### src/rtl/ram_arbiter_if.sv
// Bundle of requester handshakes and SRAM pins shared by the ULA, CPU and tape loader.
// slave = the arbiter's view, master = the requesters plus the memory device.
interface ram_arbiter_if;
  logic        phi2;
  logic        vid_req;
  logic [15:0] vid_ad;
  logic [7:0]  vid_q;
  logic        vid_valid;
  logic        cpu_req;
  logic        cpu_we;
  logic [15:0] cpu_ad;
  logic [7:0]  cpu_d;
  logic [7:0]  cpu_q;
  logic        cpu_valid;
  logic        dma_req;
  logic [15:0] dma_ad;
  logic [7:0]  dma_d;
  logic        dma_ack;
  logic [15:0] ram_ad;
  logic [7:0]  ram_d;
  logic [7:0]  ram_q;
  logic        ram_cs;
  logic        ram_oe;
  logic        ram_we;

  modport slave (
    input  phi2, vid_req, vid_ad, cpu_req, cpu_we, cpu_ad, cpu_d,
           dma_req, dma_ad, dma_d, ram_q,
    output vid_q, vid_valid, cpu_q, cpu_valid, dma_ack,
           ram_ad, ram_d, ram_cs, ram_oe, ram_we
  );

  modport master (
    output phi2, vid_req, vid_ad, cpu_req, cpu_we, cpu_ad, cpu_d,
           dma_req, dma_ad, dma_d, ram_q,
    input  vid_q, vid_valid, cpu_q, cpu_valid, dma_ack,
           ram_ad, ram_d, ram_cs, ram_oe, ram_we
  );
endinterface

### src/rtl/ram_arbiter.sv
// Single-port SRAM arbiter between ULA video fetch, CPU and tape-loader DMA.
// Every access is a fixed two-cycle ACC1/ACC2 pair; results are strobed the cycle after ACC2.
module ram_arbiter #(
  parameter int unsigned DMA_MAX_WAIT = 15
) (
  input  logic         CLK_IN,
  input  logic         RESETn,
  ram_arbiter_if.slave bus
);

  typedef enum logic [1:0] {IDLE = 2'd0, ACC1 = 2'd1, ACC2 = 2'd2} state_t;
  typedef enum logic [1:0] {SRC_NONE = 2'd0, SRC_VID = 2'd1, SRC_CPU = 2'd2, SRC_DMA = 2'd3} src_t;

  state_t      state_r;
  src_t        owner_r;
  logic        write_r;
  logic [3:0]  wait_cnt_r;
  logic [15:0] ram_ad_r;
  logic [7:0]  ram_d_r;
  logic        ram_cs_r;
  logic        ram_oe_r;
  logic        ram_we_r;
  logic [7:0]  vid_q_r;
  logic [7:0]  cpu_q_r;
  logic        vid_valid_r;
  logic        cpu_valid_r;
  logic        dma_ack_r;

  logic        arb_slot_s;
  logic        dma_promote_s;
  src_t        winner_s;
  logic        win_write_s;
  logic [15:0] win_ad_s;
  logic [7:0]  win_d_s;

  // Pick this slot's winner and the address/data it would latch.
  always_comb begin
    arb_slot_s    = (state_r == IDLE) || (state_r == ACC2);
    dma_promote_s = ({28'd0, wait_cnt_r} == DMA_MAX_WAIT);
    winner_s      = SRC_NONE;
    win_write_s   = 1'b0;
    win_ad_s      = ram_ad_r;
    win_d_s       = ram_d_r;
    if (!arb_slot_s) begin
      winner_s = SRC_NONE;
    end else if (!bus.phi2) begin
      // Video phase: the CPU is not allowed on the bus at all.
      if (bus.vid_req) begin
        winner_s = SRC_VID;
      end else if (bus.dma_req) begin
        winner_s = SRC_DMA;
      end else begin
        winner_s = SRC_NONE;
      end
    end else begin
      if (bus.dma_req && dma_promote_s) begin
        winner_s = SRC_DMA;
      end else if (bus.cpu_req) begin
        winner_s = SRC_CPU;
      end else if (bus.dma_req) begin
        winner_s = SRC_DMA;
      end else begin
        winner_s = SRC_NONE;
      end
    end
    case (winner_s)
      SRC_VID: begin
        win_ad_s    = bus.vid_ad;
        win_write_s = 1'b0;
      end
      SRC_CPU: begin
        win_ad_s    = bus.cpu_ad;
        win_write_s = bus.cpu_we;
        if (bus.cpu_we) begin
          win_d_s = bus.cpu_d;
        end else begin
          win_d_s = ram_d_r;
        end
      end
      SRC_DMA: begin
        win_ad_s    = bus.dma_ad;
        win_write_s = 1'b1;
        win_d_s     = bus.dma_d;
      end
      default: begin
        win_ad_s    = ram_ad_r;
        win_write_s = 1'b0;
        win_d_s     = ram_d_r;
      end
    endcase
  end

  // Access sequencer, DMA starvation counter and all registered outputs.
  always_ff @(posedge CLK_IN or negedge RESETn) begin
    if (!RESETn) begin
      state_r     <= IDLE;
      owner_r     <= SRC_NONE;
      write_r     <= 1'b0;
      wait_cnt_r  <= 4'd0;
      ram_ad_r    <= 16'h0000;
      ram_d_r     <= 8'h00;
      ram_cs_r    <= 1'b0;
      ram_oe_r    <= 1'b0;
      ram_we_r    <= 1'b0;
      vid_q_r     <= 8'h00;
      cpu_q_r     <= 8'h00;
      vid_valid_r <= 1'b0;
      cpu_valid_r <= 1'b0;
      dma_ack_r   <= 1'b0;
    end else begin
      vid_valid_r <= 1'b0;
      cpu_valid_r <= 1'b0;
      dma_ack_r   <= 1'b0;
      if (state_r == ACC2) begin
        case (owner_r)
          SRC_VID: begin
            vid_valid_r <= 1'b1;
            vid_q_r     <= bus.ram_q;
          end
          SRC_CPU: begin
            cpu_valid_r <= 1'b1;
            if (!write_r) begin
              cpu_q_r <= bus.ram_q;
            end else begin
              cpu_q_r <= cpu_q_r;
            end
          end
          SRC_DMA: dma_ack_r <= 1'b1;
          default: dma_ack_r <= 1'b0;
        endcase
      end else begin
        dma_ack_r <= 1'b0;
      end

      if (!bus.dma_req || (winner_s == SRC_DMA)) begin
        wait_cnt_r <= 4'd0;
      end else if (arb_slot_s && (wait_cnt_r != 4'hF)) begin
        wait_cnt_r <= wait_cnt_r + 4'd1;
      end else begin
        wait_cnt_r <= wait_cnt_r;
      end

      case (state_r)
        IDLE, ACC2: begin
          if (winner_s != SRC_NONE) begin
            state_r  <= ACC1;
            owner_r  <= winner_s;
            write_r  <= win_write_s;
            ram_ad_r <= win_ad_s;
            ram_d_r  <= win_d_s;
            ram_cs_r <= 1'b1;
            ram_oe_r <= !win_write_s;
            ram_we_r <= 1'b0;
          end else begin
            state_r  <= IDLE;
            owner_r  <= SRC_NONE;
            ram_cs_r <= 1'b0;
            ram_oe_r <= 1'b0;
            ram_we_r <= 1'b0;
          end
        end
        ACC1: begin
          state_r  <= ACC2;
          ram_we_r <= write_r;
        end
        default: begin
          state_r  <= IDLE;
          owner_r  <= SRC_NONE;
          ram_cs_r <= 1'b0;
          ram_oe_r <= 1'b0;
          ram_we_r <= 1'b0;
        end
      endcase
    end
  end

  assign bus.ram_ad    = ram_ad_r;
  assign bus.ram_d     = ram_d_r;
  assign bus.ram_cs    = ram_cs_r;
  assign bus.ram_oe    = ram_oe_r;
  assign bus.ram_we    = ram_we_r;
  assign bus.vid_q     = vid_q_r;
  assign bus.cpu_q     = cpu_q_r;
  assign bus.vid_valid = vid_valid_r;
  assign bus.cpu_valid = cpu_valid_r;
  assign bus.dma_ack   = dma_ack_r;

endmodule

### src/flat_wrapper.sv
// flat-port wrapper written by rule: the top's interface ports become plain ports
module ram_arbiter_flat 
#(
  parameter int unsigned DMA_MAX_WAIT = 15
)
  (CLK_IN, RESETn, bus_phi2, bus_vid_req, bus_vid_ad, bus_cpu_req, bus_cpu_we, bus_cpu_ad, bus_cpu_d, bus_dma_req, bus_dma_ad, bus_dma_d, bus_ram_q, bus_vid_q, bus_vid_valid, bus_cpu_q, bus_cpu_valid, bus_dma_ack, bus_ram_ad, bus_ram_d, bus_ram_cs, bus_ram_oe, bus_ram_we);
  ram_arbiter_if bus_i ();
  input  logic CLK_IN;
  input  logic RESETn;
  input wire logic [$bits(bus_i.phi2)-1:0] bus_phi2;
  input wire logic [$bits(bus_i.vid_req)-1:0] bus_vid_req;
  input wire logic [$bits(bus_i.vid_ad)-1:0] bus_vid_ad;
  input wire logic [$bits(bus_i.cpu_req)-1:0] bus_cpu_req;
  input wire logic [$bits(bus_i.cpu_we)-1:0] bus_cpu_we;
  input wire logic [$bits(bus_i.cpu_ad)-1:0] bus_cpu_ad;
  input wire logic [$bits(bus_i.cpu_d)-1:0] bus_cpu_d;
  input wire logic [$bits(bus_i.dma_req)-1:0] bus_dma_req;
  input wire logic [$bits(bus_i.dma_ad)-1:0] bus_dma_ad;
  input wire logic [$bits(bus_i.dma_d)-1:0] bus_dma_d;
  input wire logic [$bits(bus_i.ram_q)-1:0] bus_ram_q;
  output wire logic [$bits(bus_i.vid_q)-1:0] bus_vid_q;
  output wire logic [$bits(bus_i.vid_valid)-1:0] bus_vid_valid;
  output wire logic [$bits(bus_i.cpu_q)-1:0] bus_cpu_q;
  output wire logic [$bits(bus_i.cpu_valid)-1:0] bus_cpu_valid;
  output wire logic [$bits(bus_i.dma_ack)-1:0] bus_dma_ack;
  output wire logic [$bits(bus_i.ram_ad)-1:0] bus_ram_ad;
  output wire logic [$bits(bus_i.ram_d)-1:0] bus_ram_d;
  output wire logic [$bits(bus_i.ram_cs)-1:0] bus_ram_cs;
  output wire logic [$bits(bus_i.ram_oe)-1:0] bus_ram_oe;
  output wire logic [$bits(bus_i.ram_we)-1:0] bus_ram_we;
  assign bus_i.phi2 = bus_phi2;
  assign bus_i.vid_req = bus_vid_req;
  assign bus_i.vid_ad = bus_vid_ad;
  assign bus_i.cpu_req = bus_cpu_req;
  assign bus_i.cpu_we = bus_cpu_we;
  assign bus_i.cpu_ad = bus_cpu_ad;
  assign bus_i.cpu_d = bus_cpu_d;
  assign bus_i.dma_req = bus_dma_req;
  assign bus_i.dma_ad = bus_dma_ad;
  assign bus_i.dma_d = bus_dma_d;
  assign bus_i.ram_q = bus_ram_q;
  assign bus_vid_q = bus_i.vid_q;
  assign bus_vid_valid = bus_i.vid_valid;
  assign bus_cpu_q = bus_i.cpu_q;
  assign bus_cpu_valid = bus_i.cpu_valid;
  assign bus_dma_ack = bus_i.dma_ack;
  assign bus_ram_ad = bus_i.ram_ad;
  assign bus_ram_d = bus_i.ram_d;
  assign bus_ram_cs = bus_i.ram_cs;
  assign bus_ram_oe = bus_i.ram_oe;
  assign bus_ram_we = bus_i.ram_we;
  ram_arbiter #(.DMA_MAX_WAIT(DMA_MAX_WAIT)) u_core (.CLK_IN(CLK_IN), .RESETn(RESETn), .bus(bus_i));
endmodule
### config.mk
export PLATFORM = sky130hd
export DESIGN_NAME = ram_arbiter_flat
export DESIGN_NICKNAME = d
export VERILOG_FILES = /design/src/rtl/ram_arbiter_if.sv /design/src/rtl/ram_arbiter.sv /design/src/flat_wrapper.sv
export SDC_FILE = /design/constraint.sdc
export NUM_CORES = 1
export LEC_CHECK = 0
export CAP_MARGIN = 20
export CELL_PAD_IN_SITES_DETAIL_PLACEMENT = 0
export CELL_PAD_IN_SITES_GLOBAL_PLACEMENT = 1
export CORE_ASPECT_RATIO = 1.75
export CORE_MARGIN = 1.5
export CORE_UTILIZATION = 35
export DETAILED_ROUTE_END_ITERATION = 10
export PLACE_DENSITY_LB_ADDON = 0.1
export SYNTH_ARGS = -nofsm -noshare
export SYNTH_HDL_FRONTEND = slang
export SYNTH_SLANG_ARGS = --single-unit
### constraint.sdc
create_clock -name CLK_IN -period 4.45 [get_ports CLK_IN]
set_input_delay 0.89 -clock CLK_IN [delete_from_list [all_inputs] [get_ports CLK_IN]]
set_output_delay 0.89 -clock CLK_IN [all_outputs]
set_load 0.1 [all_outputs]
==> results of run 1 <==
-- logic make-up (layout without fill, tap and decap cells) --
| group | after synthesis | after routing | synth area share (%) |
|---|---|---|---|
| simple gates | 76 | 76 | 13.6 |
| xor+xnor | 3 | 3 | 0.843 |
| flops | 55 | 55 | 44.1 |
| mux | 24 | 24 | 8.35 |
| compound gates | 105 | 105 | 26.2 |
| fa+ha+maj | 1 | 1 | 0.401 |
| buf+inv | 38 | 150 | 6.38 |
-- per-layer routing --
layer | vias up | routed length [µm] | GRT usage [%]
li1 | 1358 | - | -
met1 | 1373 | 3580 | 23.0
met2 | 94 | 4950 | 35.3
met3 | 8 | 553 | 3.62
met4 | 0 | 129 | 6.20
met5 | - | 0 | 0
-- power by group through the flow --
stage          registers (mW)  logic, mW  clock network [mW]
2_1_floorplan            1.77      0.262                   0
3_3_place_gp            0.743       1.73                   0
3_5_place_dp            0.750       1.74                   0
4_1_cts                 0.741       1.74               0.410
5_1_grt                 0.756       1.79               0.431
6_report                0.737       1.73               0.395
-- state kept, by name (all words and copies together) (netlist names), 2 cells and up --
signal and flops:
u_core.bus.ram_ad 16, u_core.bus.cpu_q 8, u_core.bus.ram_d 8, u_core.bus.vid_q 8
u_core.wait_cnt_r 4, u_core.owner_r 2, u_core.state_r 2
-- cell type report --
type | count | area [µm²]
clock inverter | 2 | 17.5
inverter | 13 | 48.8
timing repair buffer | 130 | 1280
tap | 117 | 146
fill | 841 | 4130
multi-input combinational | 209 | 1550
clock buffer | 5 | 125
sequential | 55 | 1380
-- placed cells by master, fill, tap and decap left out, drive strengths merged, types with 2 or more instances in the layout --
cell,count
mux2,16
xor2,2
nor2b,17
o221ai,9
a21oi,3
inv,14
or2,8
o311a,14
o31ai,15
nand2b,15
o21ai,10
a221oi,2
a22oi,14
and3,3
o211ai,14
a211oi,16
clkbuf,5
a31oi,2
dfrtp,55
buf,7
nand2,9
mux2i,8
nand4,2
clkdlybuf4s50,123
nor2,16
nor3,3
-- final timing paths --
check,from,to,cells after the start
max,bus_dma_req,u_core.bus.ram_ad[1]$_DFFE_PN0P_,6
min,u_core.state_r[1]$_DFF_PN0_,u_core.bus.ram_we$_DFF_PN0_,1
max reg2reg,u_core.wait_cnt_r[0]$_DFFE_PN0P_,u_core.bus.ram_ad[1]$_DFFE_PN0P_,5
min reg2reg,u_core.state_r[1]$_DFF_PN0_,u_core.bus.ram_we$_DFF_PN0_,1
max in group asynchronous,RESETn,u_core.state_r[1]$_DFF_PN0_,2
min in group asynchronous,RESETn,u_core.bus.vid_valid$_DFF_PN0_,1
-- per-stage QoR --
stage / setup WS [ps] / utilization [%]
after CTS: 1490 / 52.4
after global placement: 1210 / 50.8
after global routing: 1290 / 52.4
final: 1470 / 52.4
after floorplan: 2440 / -
after detailed placement: 1170 / 50.8
-- worst max-delay path: stages --
cell and delay (ps):
clkdlybuf4s50_1 450, buf_4 290, nand4_2 470, and4_1 630
a22oi_1 270, o211ai_1 120
==> flow_summary.ini, run 1 <==
[run_status]
status = completed

[floorplanning]
row_count = 45
start_util_pct = 36.0
core_area_um2 = 8670
io_pins = 125
die_h_um = 128
die_x_um = 74.4
die_area_um2 = 9510

[logic_synthesis]
synth_seq_area_share_pct = 44.1
syn_inst = 302
synthFlopType = dfrtp_1
synth_area_um2 = 3120
avgSynthCellArea_um2 = 10.3
synth_top_area_share_pct = 44.1
yosys-top-cells-count = 55 x dfrtp_1, 17 x nor2b_1, 16 x a211oi_1, 16 x mux2_2
synthTopCellsByArea = dfrtp_1 44%, mux2_2 5.8%, o311a_1 4.5%, a211oi_1 3.9%, o31ai_1 3.6%
synth_enable_flop_cells = 0
ys_ff_latch = 55
yosysTopAreaCell = dfrtp_1
yosysMostFrequentCell = dfrtp_1
synth_cell_type_count = 43
syn_nets = 382
synth_async_sr_flop_share_pct = 100
yosysWarnings = 0

[worst_setup_path]
crit_arrival_ps = 3140
cp.required_ps = 4600
worstSetupPathType = primary input to register
crit_fanout = 30
cp-start-kind = primary input
critical_path.endpoint_type = register
reg2reg_slack_ps = 2210

[drt]
drt_iter0_drc = 167
dr.pass1.iters = 4
vias_per_cell = 5.34
ant_nets = 0
drc = 0
wl_per_cell_um = 17.3
vias = 2833
wirelength_um = 9210

[global_route]
grt_use_total_pct = 19.7
grt_max_degree = 36
grt_pass1_wl_um = 14200
first_global_vias = 2851
grt_overflow = 0
antenna_found_initial = 0

[place]
place_hpwl_um = 6540
dp_cells = 524
place_area_um2 = 4400
io_buffer_count = 124
globalplace.congestion = 0.761

[cts]
hold_buffers = 0
cts_sinks = 55
root_buffer = clkbuf_16
cts-buffers-inserted = 5
path_clk_slew_ps = 70
cts_buffer_depth = 2
clk_latency_ps = 300
ctsResizeCount = 0
htreeDepth = 2
tritoncts = built
cts_setup_buffers = 0

[pwr]
leakage_nw = 1.81
seqPwrFrac_pct = 25.7
p_sw_share_pct = 54.6
power.switching_mw = 1.56
p_int_mw = 1.30
power_mw = 2.86
p_per_area_nw_per_um2 = 630
pwr-share-comb_pct = 60.5
clkPwrFrac_pct = 13.8
ir_drop_uv = 404

[timing]
tns_ps = 0
slew_headroom_pct = 32.3
rsz0062_at_grt = false
fin_crit_ps = 2980
hold_slack_ps = 468
hold_viol_final = 0
slew_violations = 0
finalClockSkew_ps = 3.80
fmax_mhz = 335
period_share_pct = 67.1
tightest_slew_ps = 1010
setup_viol = 0

[final_layout]
n_antenna_cell = 0
syn2layout_area_growth_pct = 45.7
fin_nets = 494
drive_above_1_share_pct = 10.6
final_cell_area_um2 = 4540
finalNonFillerCells = 531

[hold_path]
hp-class = register to register

[job]
max_cap_violations = 0
Note: power is estimated with default switching activity, not from simulation.
==> inputs of run 2 (changes only) <==
Settings changed: CORE_UTILIZATION 35 to 29.
Clock period 4.45 ns to 2.45 ns, I/O delays scaled along.
==> flow_summary.ini, run 2 (synthesis gave the netlist of run 1 again) <==
[final_layout]
drive_above_1_share_pct = 24.3
syn2layout_area_growth_pct = 47.0
final_cell_mix = 77 x clkdlybuf4s50_1, 64 x buf_4, 55 x dfrtp_1, 17 x nor2b_1
finalNonFillerCells = 555
largest_reg_flops = 16
n_fill_cell = 1021
n_antenna_cell = 0
fin_nets = 507
final_common_cell = clkdlybuf4s50_1

[pwr]
clkPwrFrac_pct = 16.3
p_sw_share_pct = 54.6
power.switching_mw = 2.89
ir_drop_uv = 1060
p_per_area_nw_per_um2 = 1150
p_int_mw = 2.40
leakage_nw = 1.94
pwr-share-comb_pct = 58.4
seqPwrFrac_pct = 25.3

[timing]
hold_viol_final = 0
fmax_mhz = 490
slew_violations = 0
fin_crit_ps = 2040
period_share_pct = 83.4
rsz0062_at_grt = false
finalClockSkew_ps = 8.02
slew_headroom_pct = 56.3
setup_viol = 0
tightest_slew_ps = 656
tns_ps = 0

[floorplanning]
io_pins = 125
start_util_pct = 30.1
die_area_um2 = 11400
core_area_um2 = 10400
die_x_um = 81.4
row_count = 49
die_h_um = 140

[global_route]
grt_pass1_wl_um = 16000
first_global_vias = 3114
grt_use_total_pct = 18.1
antenna_found_initial = 0
grt_overflow = 0
grt_max_degree = 31

[drt]
wl_per_cell_um = 18.0
drc = 0
vias_per_cell = 5.30
ant_nets = 0
dr.pass1.iters = 4
drt_iter0_drc = 196
wirelength_um = 9970
vias = 2942

[worst_setup_path]
reg2reg_slack_ps = 560
r2r_start = u_core.wait_cnt_r[0]$_DFFE_PN0P_
worstSetupPathType = primary input to register
crit_fanout = 15
critical_path.endpoint_type = register
cp-start-kind = primary input
crit_arrival_ps = 2210
startpoint = bus_dma_req
reg2reg_depth = 5
worst_r2r_endpoint = u_core.bus.ram_ad[6]$_DFFE_PN0P_
cp.required_ps = 2620

[place]
globalplace.congestion = 0.765
io_buffer_count = 124
dp_cells = 547
place_hpwl_um = 7290

[cts]
tritoncts = built
ctsResizeCount = 0
cts-buffers-inserted = 5
cts_sinks = 55
clk_latency_ps = 300
path_clk_slew_ps = 80
hold_buffers = 0
cts_setup_buffers = 0
root_buffer = clkbuf_16
cts_buffer_depth = 2
htreeDepth = 2

[job]
max_cap_violations = 0

[hold_path]
hp-class = primary input to asynchronous set/reset pin

[run_status]
status = completed
==> run 2: cell count changes in the layout (fill, tap and decap cells not counted) <==
| cell | delta |
|---|---|
| clkdlybuf4s50_1 | -46 |
| clkinv_4 | -1 |
| buf_4 | +58 |
| bufinv_16 | +1 |
| inv_8 | +1 |
| buf_12 | +1 |
==> run 2: how the worst max path moves through the flow <==
stage | to | slack, ps | cells past startpoint
floorplan | u_core.bus.ram_ad[6]$_DFFE_PN0P_ | 740 | 7
global placement | u_core.bus.ram_ad[12]$_DFFE_PN0P_ | 190 | 5
detailed placement | u_core.bus.ram_ad[15]$_DFFE_PN0P_ | 110 | 5
CTS | u_core.bus.ram_ad[15]$_DFFE_PN0P_ | 430 | 5
global route | u_core.bus.ram_ad[4]$_DFFE_PN0P_ | 330 | 5
finish | u_core.bus.ram_ad[15]$_DFFE_PN0P_ | 410 | 5
==> run 2: final cells by class <==
type	count	area (µm²)	share of cell area, %
Tap cell	127	159	3.47
Multi-Input combinational cell	209	1550	33.8
Clock inverter	3	50.0	1.09
Sequential cell	55	1380	30.0
Inverter	13	48.8	1.06
Clock buffer	5	125	2.73
Timing Repair Buffer	143	1280	27.8
==> run 2: power groups by stage <==
stage	combinational (mW)	sequential, mW	clock, mW
final	3.09	1.34	0.861
after detailed placement	3.11	1.36	0
after floorplan	0.476	3.22	0
after CTS	3.12	1.34	0.897
after global routing	3.20	1.37	0.927
after global placement	3.09	1.35	0
==> run 2: routing by layer <==
layer | share of wire, % | vias up | track usage [%] | wire length, µm
met2 | 53 | 88 | 32.3 | 5310
met3 | 5.0 | 15 | 2.87 | 503
met5 | 0 | - | 0 | 0
met1 | 40 | 1447 | 20.8 | 3950
met4 | 2.1 | 0 | 6.81 | 213
li1 | - | 1392 | - | -
==> run 2: stage by stage <==
stage	utilization (%)	worst slack, ps	hold WS, ps	power, mW	cell area (µm²)
final	44.2	407	192	5.29	4580
after floorplan	-	743	194	3.70	3120
after global routing	44.2	326	218	5.50	4580
after CTS	44.2	428	197	5.36	4580
after global placement	42.6	190	455	4.44	4410
after detailed placement	42.6	105	451	4.47	4410
==> run 2: worst max-delay path, cell delays in order <==
cell             delay, ps
clkdlybuf4s50_1        650
inv_2                  220
o311a_1                410
o31ai_1                290
o211ai_1               140
==> inputs of run 3 (changes only) <==
Clock period 2.45 ns to 1.73 ns, I/O delays scaled along.
==> flow_summary.ini, run 3 (synthesis gave the netlist of run 1 again) <==
[timing]
fin_crit_ps = 1660
layout_setup_ws_ps = 70.6
slew_violations = 0
slew_headroom_pct = 73.2
setup_viol = 0
tns_ps = 0
hold_viol_final = 0
finalClockSkew_ps = 8.41
period_share_pct = 95.9
rsz0062_at_grt = true
tightest_slew_ps = 400
fmax_mhz = 603

[worst_setup_path]
worst-path-buf-inv = 3
startpoint = bus_phi2
reg2reg_slack_ps = 100
cp-start-kind = primary input
crit_arrival_ps = 1870
cp.depth = 7
worst_r2r_endpoint = u_core.bus.ram_ad[9]$_DFFE_PN0P_
critical_path.endpoint_type = register
slowest_delay_ps = 470
r2r_start = u_core.wait_cnt_r[0]$_DFFE_PN0P_
crit_fanout = 14
path_cells = clkdlybuf4s50_1, nand2b_1, buf_4, a31oi_2, nand2_1, buf_6, o211ai_1
worstSetupPathType = primary input to register
crit_end = u_core.bus.ram_ad[12]$_DFFE_PN0P_
cp.required_ps = 1940
reg2reg_depth = 7
crit_family = buffers and inverters
cp_slowest_cell = clkdlybuf4s50_1

[cts]
cts_buffer_depth = 2
cts-buffers-inserted = 5
tritoncts = built
root_buffer = clkbuf_16
cts_sinks = 55
path_clk_slew_ps = 70
clk_latency_ps = 310
htreeDepth = 2

[final_layout]
drive_above_1_share_pct = 31.1
syn2layout_area_growth_pct = 74.6
largest_reg_flops = 16
fin_nets = 537
finalNonFillerCells = 584
utilization_pct = 52.5
final_common_cell = clkdlybuf4s50_1
n_antenna_cell = 0
final_cell_mix = 76 x clkdlybuf4s50_1, 55 x dfrtp_1, 50 x buf_12, 42 x buf_4, 17 x nor2b_1
n_fill_cell = 924

[floorplanning]
row_count = 49
die_h_um = 140
die_x_um = 81.4
core_area_um2 = 10400
io_pins = 125
start_util_pct = 30.1
die_area_um2 = 11400

[global_route]
grt_pass1_wl_um = 15900
grt_use_total_pct = 18.1
first_global_vias = 3226
antenna_found_initial = 0
grt_overflow = 0
grt_max_degree = 56

[drt]
vias = 3020
ant_nets = 0
vias_per_cell = 5.17
drc = 0
wl_per_cell_um = 17.1
wirelength_um = 10000
drt_iter0_drc = 112
dr.pass1.iters = 4

[hold_path]
hp-class = primary input to asynchronous set/reset pin

[place]
io_buffer_count = 124
globalplace.congestion = 0.772
dp_cells = 576
dp_slack_ps = -326
place_hpwl_um = 7340

[run_status]
status = completed

[job]
max_cap_violations = 0

[pwr]
p_per_area_nw_per_um2 = 1570
ir_drop_uv = 1490
leakage_nw = 2.30
run 3: cell types whose count changed in the layout (fill, tap and decap cells not counted), moves of 2 or more:
cell     change
buf_12      +49
buf_6        +3
a22oi_1      -2
a22oi_2      +2
buf_4       -22
run 3: worst min-delay path by stage:
stage / from / to / slack (ps) / cells past startpoint
5_1_grt: RESETn / u_core.bus.vid_q[3]$_DFFE_PN0P_ / 50 / 2
3_3_place_gp: RESETn / u_core.bus.vid_q[3]$_DFFE_PN0P_ / 370 / 2
6_report: RESETn / u_core.bus.vid_q[3]$_DFFE_PN0P_ / 40 / 2
4_1_cts: RESETn / u_core.bus.ram_ad[14]$_DFFE_PN0P_ / 50 / 2
3_5_place_dp: RESETn / u_core.bus.vid_q[3]$_DFFE_PN0P_ / 380 / 2
2_1_floorplan: RESETn / u_core.bus.cpu_q[0]$_DFFE_PN0P_ / 50 / 0
run 3: power by group:
part | internal, mW | leakage [nW] | switching (mW)
clock network | 0.539 | 0.0703 | 0.503
registers | 1.68 | 0.673 | 0.425
logic | 2.02 | 1.56 | 3.36
run 3: final cells by class:
| type | instances | area [µm²] | area share (%) |
|---|---|---|---|
| repair buffers | 173 | 2130 | 39.1 |
| multi-input cells | 209 | 1590 | 29.1 |
| flip-flops and latches | 55 | 1380 | 25.3 |
| well taps | 127 | 159 | 2.92 |
| clock buffers | 5 | 125 | 2.30 |
| inverters | 13 | 51.3 | 0.943 |
| clock inverters | 2 | 17.5 | 0.322 |
run 3: timing repair:
action,CTS,global route
hold buffers,0,0
buffers inserted,0,1
resized for setup,2,13
pin swaps,0,2
endpoints found under the setup margin,8,25
run 3: stage by stage:
| step | power [mW] | cell area (µm²) | hold WS (ps) |
|---|---|---|---|
| 6_report | 8.53 | 5440 | 36.0 |
| 5_1_grt | 8.84 | 5440 | 48.1 |
| 4_1_cts | 8.60 | 5370 | 54.6 |
| 3_5_place_dp | 7.53 | 5230 | 378 |
| 3_3_place_gp | 7.48 | 5230 | 375 |
| 2_1_floorplan | 5.24 | 3120 | 50.4 |
run 3: routing by layer:
layer / vias up / track usage (%) / part of all wire, % / wire length (µm)
met3: 10 / 3.26 / 4.5 / 449
li1: 1453 / - / - / -
met4: 0 / 5.72 / 1.7 / 166
met1: 1480 / 19.9 / 38 / 3830
met5: - / 0 / 0 / 0
met2: 77 / 33.8 / 56 / 5560
